[src/rtl/dff_reg_rr_arbiter.sv]
// rtl/dff_reg_rr_arbiter.sv - round-robin ownership arbiter for one shared WIDTH-bit register
module dff_reg_rr_arbiter #(
   parameter int NREQ     = 4,
   parameter int WIDTH    = 8,
   parameter int HOLD_MAX = 4
) (
   input  logic                      clk,
   input  logic                      rst,
   input  logic [NREQ-1:0]           req,
   input  logic [NREQ-1:0]           wr_en,
   input  logic [NREQ*WIDTH-1:0]     d_in,
   output logic [NREQ-1:0]           gnt,
   output logic                      gnt_valid,
   output logic [WIDTH-1:0]          q,
   output logic [$clog2(NREQ)-1:0]   q_owner,
   output logic                      wr_ack
);

   localparam int IW = $clog2(NREQ);
   localparam int CW = (HOLD_MAX > 1) ? $clog2(HOLD_MAX) : 1;
   localparam logic [CW-1:0] CNT_MAX = CW'(HOLD_MAX - 1);

   typedef enum logic {IDLE, OWNED} state_t;

   state_t          state, state_nxt;
   logic [IW-1:0]   owner, owner_nxt;
   logic [IW-1:0]   ptr, ptr_nxt;
   logic [IW-1:0]   owner_inc;
   logic [CW-1:0]   cnt, cnt_nxt;
   logic [NREQ-1:0] others;
   logic [NREQ-1:0] gnt_nxt;

   // First set bit of r, scanning upward from start with wrap-around.
   function automatic logic [IW-1:0] rr_pick(input logic [NREQ-1:0] r, input logic [IW-1:0] start);
      logic [IW-1:0] pick;
      logic [IW-1:0] idx;
      logic          found;
      pick  = start;
      found = 1'b0;
      for (int k = 0; k < NREQ; k++) begin
         idx = IW'((int'(start) + k) % NREQ);
         if (!found && r[idx]) begin
            pick  = idx;
            found = 1'b1;
         end
      end
      return pick;
   endfunction

   always_comb begin
      state_nxt = state;
      owner_nxt = owner;
      ptr_nxt   = ptr;
      cnt_nxt   = cnt;
      owner_inc = (owner == IW'(NREQ - 1)) ? '0 : owner + 1'b1;
      others    = req & ~(NREQ'(1) << owner);
      case (state)
         IDLE: begin
            if (|req) begin
               state_nxt = OWNED;
               owner_nxt = rr_pick(req, ptr);
               cnt_nxt   = '0;
            end
         end
         OWNED: begin
            if (!req[owner]) begin
               cnt_nxt = '0;
               if (|others) begin
                  owner_nxt = rr_pick(others, owner_inc);
               end else begin
                  state_nxt = IDLE;
                  ptr_nxt   = owner_inc;
               end
            end else if ((cnt == CNT_MAX) && (|others)) begin
               owner_nxt = rr_pick(others, owner_inc);
               cnt_nxt   = '0;
            end else if (cnt != CNT_MAX) begin
               cnt_nxt = cnt + 1'b1;
            end
         end
         default: state_nxt = IDLE;
      endcase
      gnt_nxt = (state_nxt == OWNED) ? (NREQ'(1) << owner_nxt) : '0;
   end

   // Writes are decided by the grant held before the edge, so an outgoing owner still lands its data.
   always_ff @(posedge clk) begin
      if (rst) begin
         state   <= IDLE;
         owner   <= '0;
         ptr     <= '0;
         cnt     <= '0;
         gnt     <= '0;
         q       <= '0;
         q_owner <= '0;
         wr_ack  <= 1'b0;
      end else begin
         state <= state_nxt;
         owner <= owner_nxt;
         ptr   <= ptr_nxt;
         cnt   <= cnt_nxt;
         gnt   <= gnt_nxt;
         if ((state == OWNED) && wr_en[owner]) begin
            q       <= d_in[int'(owner)*WIDTH +: WIDTH];
            q_owner <= owner;
            wr_ack  <= 1'b1;
         end else begin
            wr_ack  <= 1'b0;
         end
      end
   end

   assign gnt_valid = |gnt;

endmodule

[config.mk]
export PLATFORM = sky130hd
export DESIGN_NAME = dff_reg_rr_arbiter
export DESIGN_NICKNAME = d
export VERILOG_FILES = /design/src/rtl/dff_reg_rr_arbiter.sv
export SDC_FILE = /design/constraint.sdc
export NUM_CORES = 1
export LEC_CHECK = 0
export CAP_MARGIN = 30
export CELL_PAD_IN_SITES_DETAIL_PLACEMENT = 0
export CELL_PAD_IN_SITES_GLOBAL_PLACEMENT = 1
export CORE_ASPECT_RATIO = 0.9
export CORE_MARGIN = 5
export CORE_UTILIZATION = 31
export DETAILED_ROUTE_END_ITERATION = 6
export MAX_ROUTING_LAYER = met4
export PLACE_DENSITY_LB_ADDON = 0.1
export SYNTH_ARGS = -nofsm -noshare
export SYNTH_HDL_FRONTEND = slang
export SYNTH_SLANG_ARGS = --single-unit
export TNS_END_PERCENT = 50
[constraint.sdc]
create_clock -name clk -period 2.9 [get_ports clk]
set_input_delay 0.58 -clock clk [delete_from_list [all_inputs] [get_ports clk]]
set_output_delay 0.58 -clock clk [all_outputs]
set_load 0.005 [all_outputs]
; ---- Word level (Yosys, flattened, before mapping)
; Cells that the tools add are included.
[totals]
n_memories = 0
elab_cells = 142
latch_bits = 0
romBits = 0
regBits = 22
out_inout_bits = 16
ram_bits = 0
[op_classes]
addsub = 8
n_bitwise = 6
shift = 3
n_mux = 77
multipliers = 0
n_reduce_logical = 26
n_lt_le_gt_ge = 9
div_mod_pow = 0
n_eq_ne = 5
[op_table]
columns = op, n
row1 = 1-bit two-way mux, 46
row2 = 2-bit two-way mux, 18
row3 = 32-bit by 6-bit variable part select with 8-bit output, 1
row4 = "2-bit by 3-bit < comparator with 1-bit output, second input constant", 9
row5 = 1-bit binary-select mux with 2-bit select, 10
row6 = 4-bit OR reduction, 3
row7 = 1-bit logical AND, 11
row8 = 1-bit zero test, 9
row9 = "2-bit by 1-bit adder with 2-bit output, second input constant", 4
row10 = "2-bit adder, second input constant", 4
row11 = 2-bit one-hot mux with 2 select lines, 2
row12 = "1-bit by 2-bit left shift with 4-bit output, first input constant", 2
row13 = 4-bit AND, 1
row14 = "2-bit equality test, second input constant", 2
row15 = "2-bit != test, second input constant", 2
row16 = "4-bit by 2-bit != test with 1-bit output, second input constant", 1
row17 = 1-bit inverter, 4
row18 = 4-bit inverter, 1
row19 = 3-bit AND reduction, 1
row20 = 1-bit one-hot mux with 2 select lines, 1
row21 = 2-bit AND reduction, 1
row22 = 2-bit OR reduction, 1

; ---- Logic depth before layout (Yosys ltp)
[logic_depth]
word_depth = 28
ltp_mapped = 9
ltp_nobuf = 8

; ---- Least setup slack after synthesis
; Ideal clock, no wire load.
[synth_path]
path_type = reg2reg
from = register owner[0]
to = register gnt[0]
t_arrival_ns = 2.122
stages_incl_launch_ff = 10
required_time_ns = 2.841
setup_time_ns = 0.059
synth_period_minus_slack_ns = 2.181
setup_slack_ns = 0.719
cell_sequence = dfxtp_1 -> buf_6 -> inv_1 -> ha_1 -> and2b_4 -> nor4_2 -> or3_4 -> a211o_1 -> a31oi_4 -> and3_2
[synth_via]
elab_chain_len = 28
[synth_lines]
columns = element, line_no
row1 = start: declaration, 26  ; logic [IW-1:0] owner, owner_nxt;
row2 = start signal: assignment, 99  ; owner <= owner_nxt;
row3 = "parallel branches: the longest is 28 deep, another holds 2-bit by 1-bit adder with 2-bit output", -
row4 = end signal: assignment, 102  ; gnt <= gnt_nxt;
row5 = end: declaration, 12  ; output logic [NREQ-1:0] gnt,
; Parallel ways; which one is timed is not known. The select of a mux whose other input is x is not followed.
; A chain may end at the register's enable or synchronous reset.

; ---- Worst setup path in the final report
[layout_path]
from = register owner[0]
to = register gnt[2]
; Same word-level chain as after synthesis.

==> results_dict.tcl <==
set metrics [dict create \
    status "complete, no violations" \
    h-tree-depth 1 \
    pre_cts_ws_ns 0.2141 \
    period_needed_ns 2.454 \
    power_uw 873.0 \
    cts-root-buf "clkbuf_8" \
    regArea_um2 440.4 \
    io_buffers 57 \
    cts-resized-gates 0 \
    synthFlopType "dfxtp_1" \
    drc 0 \
    wl_um 3681 \
    synth_seq_cells 22 \
    end_kind "register" \
    ir_worst_vdd_v 0.0003482 \
    antenna_left 0 \
    postPlaceCellArea_mm2 0.002028 \
    maxSlewViolCount 0 \
    clockBufferDepth 2 \
    critPathRequiredTime_ns 3.09 \
    hold_buffers 0 \
    cts_tree "built" \
    setup_viol 0 \
    diodes 0 \
    synth_most_common_cell "nor2_1" \
    synthTopCellsByArea "dfxtp_1 32%, mux4_2 15%, mux2i_1 8.6%" \
    dp_hpwl_um 3077 \
    min_period_over_period 0.8461 \
    synth_edf_count 0 \
    grt_max_degree 19 \
    hold_depth 2 \
    grt_antenna_before_repair 0 \
    synth_area_mm2 0.001394 \
    first_global_vias 1307 \
    syn_area_per_cell_um2 9.679 \
    reg2reg_slack_ns 0.45 \
    max_freq_mhz 407.6 \
    final_area_mm2 0.002083 \
    synth_top_area_frac 0.3160 \
    hold_viol_final 0 \
    vias_per_cell 4.875 \
    wl_per_cell_um 13.89 \
    grt_pass1_wl_um 6023 \
    nFillCells 423 \
    cts.sinks 22 \
    r2r_cells 8 \
    yosysWarnings 0 \
    synthCells 144 \
    gp_congestion 0.7991 \
    tightest_slew_ns 0.4620 \
    core_mm2 0.004403 \
    worstReg2RegStart "owner[0]" \
    start_kind "register" \
    syn_to_final_growth_pct 49.46 \
    start_util 0.3166 \
    cts_setup_buffers 0 \
    hold_path.class "reg -> reg" \
    grtUsageTotal 0.1337 \
    dpl.cell_count 261 \
    crit_arrival_ns 2.64 \
    ioPinCount 58 \
    die_y_um 73.62 \
    synth_nets 191 \
    hold_end "q[7]" \
    nets 251 \
    fp.dieArea_mm2 0.005939 \
    cp_max_fo 7 \
    fin_ws_ns 0.4464 \
    die_w_um 80.68 \
    grt_setup_unrepaired "no" \
    yosys-top-cells-count "24 x nor2_1, 22 x dfxtp_1, 12 x mux2i_1" \
    numCtsBuffers 3 \
    synthArstFlopShare 0 \
    clk-insertion-delay-late_ns 0.26 \
    grt-ovfl-total 0 \
    multi_input_area_um2 872.1 \
    drive_gt1_frac 0.1626 \
    hp-start "q[7]" \
    synthDistinctLibCells 37 \
    yosysSeqAreaShare 0.3160 \
    clkSlewWorstSetupHoldPaths_ns 0.07 \
    p_leak_uw 0.0008368 \
    critical_path_class "reg -> reg" \
    max-cap-violations 0 \
    instances_no_fill 265 \
    drtIter0Drc 89 \
    fin_worst_skew_ns 0.001230 \
    setup_tns_ns 0 \
    vias 1292 \
    r2r_end "gnt[2]" \
    power_density_mw_per_mm2 419.1 \
    first_pass_iters 4 \
    synth_top_cell_by_area "dfxtp_1" \
    row_count 23 \
    max_slew_margin 0.6840 \
]
==> cell type report <==
class | instances | share of cell area
multi-input cells | 107 | 0.4186
repair buffers | 62 | 0.2919
flip-flops and latches | 22 | 0.2114
well taps | 62 | 0.03724
clock buffers | 4 | 0.02643
inverters | 8 | 0.01441
==> cells by family after synthesis <==
kind of cell / share of synthesized area
buf+inv: 0.05835
mux: 0.2397
compound gates: 0.1284
flops: 0.3160
simple gates: 0.2128
fa+ha+maj: 0.04488
==> worst max path at each step <==
stage	start	end	slack [ns]
2_1_floorplan	owner[0]	gnt[0]	0.72
3_3_place_gp	req[2]	gnt[1]	0.25
3_5_place_dp	req[3]	gnt[1]	0.21
4_1_cts	owner[0]	gnt[2]	0.41
5_1_grt	owner[0]	gnt[1]	0.25
6_report	owner[0]	gnt[2]	0.45
==> per-stage QoR <==
stage,utilization,hold WS [ns]
floorplan,-,0.4599
global placement,0.4606,0.4728
detailed placement,0.4606,0.4888
CTS,0.4731,0.5081
global route,0.4731,0.5338
finish,0.4731,0.5026
==> where the power goes <==
group          total, uW  leakage, uW  internal (uW)  switching (uW)
clock                213    0.0000288            121            92.3
sequential           346     0.000180            326            20.2
combinational        313     0.000628            191             122
total                873     0.000837            638             235
==> layout by cell type (no fill, tap or decap), drive strengths merged <==
| cell type | n |
|---|---|
| a2111oi | 2 |
| a211o | 1 |
| a21o | 1 |
| a21oi | 9 |
| a221oi | 1 |
| a2bb2oi | 2 |
| a311oi | 1 |
| a31oi | 1 |
| and2b | 4 |
| and3 | 1 |
| buf | 5 |
| clkbuf | 4 |
| clkdlybuf4s50 | 57 |
| dfxtp | 22 |
| ha | 5 |
| inv | 8 |
| mux2 | 1 |
| mux2i | 12 |
| mux4 | 9 |
| nand2 | 8 |
| nand2b | 2 |
| nand3 | 1 |
| nor2 | 24 |
| nor2b | 1 |
| nor3 | 6 |
| nor3b | 2 |
| nor4 | 1 |
| o21ai | 4 |
| o221a | 1 |
| o22ai | 2 |
| or2 | 2 |
| or3 | 1 |
| or4 | 2 |
==> flip-flops by register name, summed over array words and instances (netlist names) <==
name / flops
q: 8
gnt: 4
cnt: 2
owner: 2
ptr: 2
q_owner: 2
state: 1
wr_ack: 1
==> worst max-delay path: stages, from the launching register on <==
cell     delay (ns)
dfxtp_1        0.50
inv_1          0.19
ha_1           0.24
and2b_4        0.28
nor4_2         0.07
or3_4          0.40
a211o_1        0.31
a31oi_4        0.20
nor3b_2        0.18
==> routing by layer <==
layer	global-route usage	share of wire	wire length [um]	up-vias
met5	-	0	0	-
met1	0.1585	0.42	1545	610
met2	0.2335	0.53	1952	35
li1	-	-	-	645
met4	0.02439	0.0035	13	0
met3	0.03186	0.046	169	2
Note: power is estimated with default switching activity, not from simulation.
